--- src/rtl/lsu_issue_queue.sv ---
// lsu_issue_queue: memory-op reservation station feeding the LSU.
// Holds dispatched loads/stores until their operands arrive on the write-back
// broadcast ports, then issues one ready op per cycle, oldest first, through
// registered outputs.
module lsu_issue_queue #(
    parameter int RS_LEN  = 4,
    parameter int ROB_LEN = 16,
    parameter int LQ_LEN  = 4,
    parameter int SQ_LEN  = 4
) (
    input  logic                         clk,
    input  logic                         rst,
    input  logic                         dis_valid,
    input  logic                         dis_is_store,
    input  logic [6:0]                   dis_rs1_tag,
    input  logic                         dis_rs1_rdy,
    input  logic [31:0]                  dis_rs1_data,
    input  logic [6:0]                   dis_rs2_tag,
    input  logic                         dis_rs2_rdy,
    input  logic [31:0]                  dis_rs2_data,
    input  logic [31:0]                  dis_imm,
    input  logic [2:0]                   dis_funct3,
    input  logic [$clog2(ROB_LEN)-1:0]   dis_rob_idx,
    input  logic [$clog2(LQ_LEN):0]      dis_ld_idx,
    input  logic [$clog2(SQ_LEN):0]      dis_st_idx,
    output logic                         rs_ready,
    input  logic                         wb0_valid,
    input  logic [6:0]                   wb0_tag,
    input  logic [31:0]                  wb0_data,
    input  logic                         wb1_valid,
    input  logic [6:0]                   wb1_tag,
    input  logic [31:0]                  wb1_data,
    input  logic                         mispredict,
    input  logic [ROB_LEN-1:0]           flush_mask,
    output logic                         ld_i_valid,
    output logic                         st_i_valid,
    output logic [31:0]                  lsu_i_rs1_data,
    output logic [31:0]                  lsu_i_rs2_data,
    output logic [31:0]                  lsu_i_imm,
    output logic [2:0]                   funct3,
    output logic [$clog2(ROB_LEN)-1:0]   lsu_i_rob_idx,
    output logic [$clog2(LQ_LEN):0]      EX_ld_idx,
    output logic [$clog2(SQ_LEN):0]      EX_st_idx
);

    localparam int IW = $clog2(RS_LEN);
    localparam int RW = $clog2(ROB_LEN);
    localparam int LW = $clog2(LQ_LEN) + 1;
    localparam int SW = $clog2(SQ_LEN) + 1;

    typedef struct packed {
        logic          valid;
        logic          is_store;
        logic [6:0]    rs1_tag;
        logic          rs1_rdy;
        logic [31:0]   rs1_data;
        logic [6:0]    rs2_tag;
        logic          rs2_rdy;
        logic [31:0]   rs2_data;
        logic [31:0]   imm;
        logic [2:0]    f3;
        logic [RW-1:0] rob_idx;
        logic [LW-1:0] ld_idx;
        logic [SW-1:0] st_idx;
    } entry_t;

    entry_t            ent_q   [RS_LEN];
    entry_t            ent_d   [RS_LEN];
    // older_q[i][j] = 1 when entry i was allocated before entry j
    logic [RS_LEN-1:0] older_q [RS_LEN];
    logic [RS_LEN-1:0] older_d [RS_LEN];

    logic [RS_LEN-1:0] valid_vec;
    logic [RS_LEN-1:0] req_vec;
    logic [RS_LEN-1:0] flush_vec;
    logic [RS_LEN-1:0] sel_oh;
    logic [IW-1:0]     alloc_idx;
    logic [IW-1:0]     sel_idx;
    logic              sel_any;
    logic              dis_fire;
    logic              issue_fire;

    // Operand resolution shared by dispatch and wakeup: x0 is always ready with
    // value 0; otherwise a not-ready operand captures a matching broadcast.
    function automatic logic [32:0] snoop(input logic [6:0] tag, input logic rdy,
                                          input logic [31:0] data);
        logic [32:0] res;
        res = {rdy, data};
        if (!rdy) begin
            if (tag == 7'd0)
                res = {1'b1, 32'd0};
            else if (wb0_valid && wb0_tag == tag)
                res = {1'b1, wb0_data};
            else if (wb1_valid && wb1_tag == tag)
                res = {1'b1, wb1_data};
        end
        return res;
    endfunction

    // Per-entry status vectors, free-slot search and dispatch acceptance
    always_comb begin
        for (int unsigned i = 0; i < RS_LEN; i++) begin
            valid_vec[i] = ent_q[i].valid;
            req_vec[i]   = ent_q[i].valid && ent_q[i].rs1_rdy &&
                           (!ent_q[i].is_store || ent_q[i].rs2_rdy);
            flush_vec[i] = ent_q[i].valid && mispredict && flush_mask[ent_q[i].rob_idx];
        end
        alloc_idx = '0;
        for (int unsigned i = RS_LEN; i > 0; i--) begin
            if (!valid_vec[i-1])
                alloc_idx = IW'(i - 1);
        end
        rs_ready = |(~valid_vec);
        dis_fire = dis_valid && rs_ready && !mispredict;
    end

    // Oldest-ready select: a requester wins if no older entry is also requesting
    always_comb begin
        logic blocked;
        sel_oh  = '0;
        sel_idx = '0;
        for (int unsigned i = 0; i < RS_LEN; i++) begin
            blocked = 1'b0;
            for (int unsigned j = 0; j < RS_LEN; j++) begin
                if (j != i && req_vec[j] && older_q[j][i])
                    blocked = 1'b1;
            end
            sel_oh[i] = req_vec[i] && !blocked;
        end
        for (int unsigned i = RS_LEN; i > 0; i--) begin
            if (sel_oh[i-1])
                sel_idx = IW'(i - 1);
        end
        sel_any    = |sel_oh;
        issue_fire = sel_any && !flush_vec[sel_idx];
    end

    // Next entry state: wakeup, free on issue/flush, allocate on dispatch
    always_comb begin
        ent_d   = ent_q;
        older_d = older_q;
        for (int unsigned i = 0; i < RS_LEN; i++) begin
            if (ent_q[i].valid) begin
                {ent_d[i].rs1_rdy, ent_d[i].rs1_data} =
                    snoop(ent_q[i].rs1_tag, ent_q[i].rs1_rdy, ent_q[i].rs1_data);
                {ent_d[i].rs2_rdy, ent_d[i].rs2_data} =
                    snoop(ent_q[i].rs2_tag, ent_q[i].rs2_rdy, ent_q[i].rs2_data);
                if (flush_vec[i] || (sel_oh[i] && sel_any))
                    ent_d[i].valid = 1'b0;
            end
        end
        if (dis_fire) begin
            ent_d[alloc_idx].valid    = 1'b1;
            ent_d[alloc_idx].is_store = dis_is_store;
            ent_d[alloc_idx].rs1_tag  = dis_rs1_tag;
            {ent_d[alloc_idx].rs1_rdy, ent_d[alloc_idx].rs1_data} =
                snoop(dis_rs1_tag, dis_rs1_rdy, dis_rs1_data);
            // Loads carry rs2 as a ready zero so the store-data output reads 0
            if (dis_is_store) begin
                ent_d[alloc_idx].rs2_tag = dis_rs2_tag;
                {ent_d[alloc_idx].rs2_rdy, ent_d[alloc_idx].rs2_data} =
                    snoop(dis_rs2_tag, dis_rs2_rdy, dis_rs2_data);
            end else begin
                ent_d[alloc_idx].rs2_tag  = 7'd0;
                ent_d[alloc_idx].rs2_rdy  = 1'b1;
                ent_d[alloc_idx].rs2_data = 32'd0;
            end
            ent_d[alloc_idx].imm     = dis_imm;
            ent_d[alloc_idx].f3      = dis_funct3;
            ent_d[alloc_idx].rob_idx = dis_rob_idx;
            ent_d[alloc_idx].ld_idx  = dis_ld_idx;
            ent_d[alloc_idx].st_idx  = dis_st_idx;
            // New entry is younger than every entry currently held
            older_d[alloc_idx] = '0;
            for (int unsigned j = 0; j < RS_LEN; j++)
                older_d[j][alloc_idx] = valid_vec[j];
        end
    end

    // Entry and age-matrix registers
    always_ff @(posedge clk or negedge rst) begin
        if (!rst) begin
            for (int unsigned i = 0; i < RS_LEN; i++) begin
                ent_q[i]   <= '0;
                older_q[i] <= '0;
            end
        end else begin
            for (int unsigned i = 0; i < RS_LEN; i++) begin
                ent_q[i]   <= ent_d[i];
                older_q[i] <= older_d[i];
            end
        end
    end

    // Registered issue port; payload holds when nothing issues
    always_ff @(posedge clk or negedge rst) begin
        if (!rst) begin
            ld_i_valid     <= 1'b0;
            st_i_valid     <= 1'b0;
            lsu_i_rs1_data <= '0;
            lsu_i_rs2_data <= '0;
            lsu_i_imm      <= '0;
            funct3         <= '0;
            lsu_i_rob_idx  <= '0;
            EX_ld_idx      <= '0;
            EX_st_idx      <= '0;
        end else if (issue_fire) begin
            ld_i_valid     <= !ent_q[sel_idx].is_store;
            st_i_valid     <= ent_q[sel_idx].is_store;
            lsu_i_rs1_data <= ent_q[sel_idx].rs1_data;
            lsu_i_rs2_data <= ent_q[sel_idx].rs2_data;
            lsu_i_imm      <= ent_q[sel_idx].imm;
            funct3         <= ent_q[sel_idx].f3;
            lsu_i_rob_idx  <= ent_q[sel_idx].rob_idx;
            EX_ld_idx      <= ent_q[sel_idx].ld_idx;
            EX_st_idx      <= ent_q[sel_idx].st_idx;
        end else begin
            ld_i_valid <= 1'b0;
            st_i_valid <= 1'b0;
        end
    end

endmodule

--- config.mk ---
export PLATFORM = sky130hd
export DESIGN_NAME = lsu_issue_queue
export DESIGN_NICKNAME = d
export VERILOG_FILES = /design/src/rtl/lsu_issue_queue.sv
export SDC_FILE = /design/constraint.sdc
export NUM_CORES = 2
export LEC_CHECK = 0
export CAP_MARGIN = 15
export CORE_ASPECT_RATIO = 0.7
export CORE_UTILIZATION = 50
export CTS_CLUSTER_SIZE = 8
export DETAILED_ROUTE_END_ITERATION = 10
export PLACE_DENSITY = 0.73
export SYNTH_ARGS = -nofsm -noshare
export SYNTH_HDL_FRONTEND = slang
export SYNTH_SLANG_ARGS = --single-unit
--- constraint.sdc ---
create_clock -name clk -period 3.2 [get_ports clk]
set_clock_uncertainty 0.1 [all_clocks]
set_input_delay 0.48 -clock clk [delete_from_list [all_inputs] [get_ports clk]]
set_output_delay 0.48 -clock clk [all_outputs]
set_load 0.02 [all_outputs]
==> impl_metrics.ini <==
[status]
status = finished clean

[route]
drtPass1Iterations = 8
vias_per_cell = 6.40
drt_iter0_drc = 3999
wl_met1_um = 55600
vias = 34823
post-route-drc-count = 0
postRouteAntennaNets = 0
top_layer_used = met5
route.met3.wl_um = 17800
route.met2.wl_um = 57400
routed_wl_um = 136000
routedWlPerCell_um = 24.9

[setup_path]
crit_slowest_cell = a2111o_1
crit_end = lsu_i_rs2_data[11]$_DFFE_PN0P_
r2r_cells = 10
crit_start = ent_q[77]$_DFF_PN0_
end_kind = flip-flop
timing.rr.start = ent_q[77]$_DFF_PN0_
crit_path_max_incr_delay_ns = 0.46
r2r_end = lsu_i_rs2_data[11]$_DFFE_PN0P_
startpoint_type = flip-flop
cp.arrival_ns = 3.66
critical_path_peak_fanout = 60
worstSetupPathType = reg -> reg
worstPathRequired_ns = 3.68
r2r_setup_slack_ns = 0.02
path_cells = inv_1 -> a21oi_1 -> buf_4 -> a2111o_1 -> a211o_4 -> buf_12 -> buf_4 -> mux2i_1 -> mux2i_1 -> mux2_4

[power]
power_density_nw_per_um2 = 935
peakVddDrop_uv = 500
cellLeakagePower_nw = 20.3

[sta]
period_share_pct = 99.3
rsz0062_at_grt = no
period_needed_ns = 3.18
slew_headroom_pct = 34.1
max_freq_mhz = 315
slew_violations = 0
worstMarginPinSlew_ns = 0.985
setup_violations = 0
whs_ns = 0.145
finalHoldViolations = 0

[run]
maxCapViolCount = 0

[placement]
place_area_um2 = 43900
post-dp-hpwl_um = 87700
dpl.cell_count = 5329
portBuffers = 337
gp_congestion = 0.947

[clocking]
htree_levels = 3
cts_buffer_depth = 3
postCtsSetupBuffers = 0
cts_made_buffers = 88
cts_root_buf = clkbuf_16
cts_tree = built
post_cts_resized = 0
path_clk_slew_ns = 0.05
clkSinkCount = 631
insertion_delay_ns = 0.65

[floorplanning]
die_w_um = 333
std_cell_rows = 84
coreArea_um2 = 75500
io_pins = 338
start_util_pct = 50.8
dieArea_um2 = 77800
die_h_um = 234

[synth]
synthesis.nets = 4425
synth_top_family_by_area = multiplexers
ys_ff_latch = 631
synthAdderAreaFrac_pct = 0
synth_compound_area_share_pct = 16.6
synth_area_um2 = 38300
ys_seq_area_share_pct = 41.2
muxShareOfSynthArea_pct = 21.0
ys.flop_type = dfrtp_1
yosys.area_share.xor_xnor_pct = 3.20
synth-edff-count = 0
synthDistinctLibCells = 58
yosysWarnings = 0
async_reset_ff_share_pct = 100
synth_cells = 4199
synth-simple-area-share_pct = 12.8
avgSynthCellArea_um2 = 9.13

[layout]
fin_area_um2 = 46300
layout-drive-gt1-share_pct = 10.6
final_cell_count_no_fill = 5442
syn2layout_area_growth_pct = 20.7
layout.nets = 4657

[global_routing]
grt_pass1_vias = 33570
grt_max_degree = 103
grt_usage_pct = 34.2
gr-total-overflow = 0
grt_pass1_wl_um = 205000
antenna_found_initial = 20

[min_path]
hp-class = in -> reg
[worst max-delay path, delay by kind of cell, from the launching register on]
family / cells / cell delay, ns
AOI/OAI and AO/OA: 3 / 0.98
buffers and inverters: 4 / 0.80
DFF: 1 / 0.40
muxes: 3 / 0.74
[report_power, final]
part           leakage, nW  switching (W)  internal, W
Clock                 1.14        0.00351      0.00489
Combinational         11.3         0.0100      0.00994
Sequential            7.91        0.00308       0.0118
[how the worst min path moves through the flow]
stage               cells past startpoint    startpoint  slack (ns)                  endpoint
floorplan                               0           rst        0.08  EX_ld_idx[0]$_DFFE_PN0P_
global placement                        2     flip-flop        0.36                 flip-flop
detailed placement                      2     flip-flop        0.36                 flip-flop
CTS                                     3  dis_is_store        0.12                 flip-flop
global route                            3  dis_is_store        0.19                 flip-flop
finish                                  3  dis_is_store        0.15                 flip-flop
[synthesized netlist by cell type (22+ instances only)]
master / number / area, µm²
nor2_1: 184 / 691
o21ai_0: 200 / 1000
nand2_1: 910 / 3420
buf_2: 86 / 430
and2_1: 24 / 150
a221oi_1: 256 / 2240
mux2_1: 28 / 315
mux2i_1: 628 / 6290
dfrtp_1: 631 / 15800
a31oi_1: 22 / 138
a21oi_1: 410 / 2050
clkbuf_1: 274 / 1030
nand4_1: 40 / 250
a22oi_1: 33 / 248
buf_1: 45 / 169
mux2_4: 72 / 1080
o21ai_1: 51 / 255
xnor2_1: 120 / 1050
[stage by stage]
step / utilization [%] / power [W] / setup slack [ns] / setup TNS [ns]
floorplan: - / 0.0280 / 0.547 / 0
global placement: 58.2 / 0.0338 / -0.0980 / -5.87
detailed placement: 58.2 / 0.0345 / -0.120 / -7.84
CTS: 61.3 / 0.0430 / 0.152 / 0
global route: 61.3 / 0.0456 / 0.00601 / 0
finish: 61.3 / 0.0433 / 0.0239 / 0
[layer usage]
layer,GRT usage (%),vias up
li1,-,15393
met1,46.5,16896
met2,49.4,2175
met3,12.3,353
met4,14.2,6
met5,0.0608,-
[cells in the final DEF, fill, tap and decap left out, types with 3 or more instances in the layout]
cell type,instances
a211oi_1,5
a21oi_1,407
a221oi_1,256
a22o_1,10
a22oi_1,33
a31oi_1,22
and2_1,23
and4_1,3
buf_12,75
buf_4,162
clkbuf_16,89
clkdlybuf4s50_1,335
dfrtp_1,631
diode_2,17
inv_1,6
mux2_1,28
mux2_2,10
mux2_4,72
mux2i_1,628
mux4_2,12
nand2_1,909
nand2b_1,8
nand3_1,5
nand4_1,40
nor2_1,160
nor2_2,7
nor2_4,17
nor2b_1,6
nor3_1,8
nor4_1,14
o2111a_1,4
o2111ai_1,6
o211ai_1,3
o21ai_0,200
o21ai_1,51
o31a_1,3
or4_1,7
xnor2_1,120
xor2_1,20
[repair_timing]
item                       CTS  global route
hold endpoints to repair    47             0
setup endpoints to repair    0             0
hold buffers                 1             0
[final cells by class]
cell class / count / area, µm²
Antenna cell: 17 / 42.5
Clock buffer: 90 / 2230
Clock inverter: 5 / 81.3
Fill cell: 6214 / 29200
Inverter: 8 / 30.0
Multi-Input combinational cell: 3127 / 20800
Sequential cell: 631 / 15800
Tap cell: 989 / 1240
Timing Repair Buffer: 575 / 6100
[cells by family after synthesis]
family                 Yosys count
buffers and inverters          441
multiplexers                   750
AND/OR/NAND/NOR               1222
AO/OA/AOI/OAI                 1015
flip-flops                     631
XOR/XNOR                       140
No activity file was read; power rests on OpenSTA's default activity.
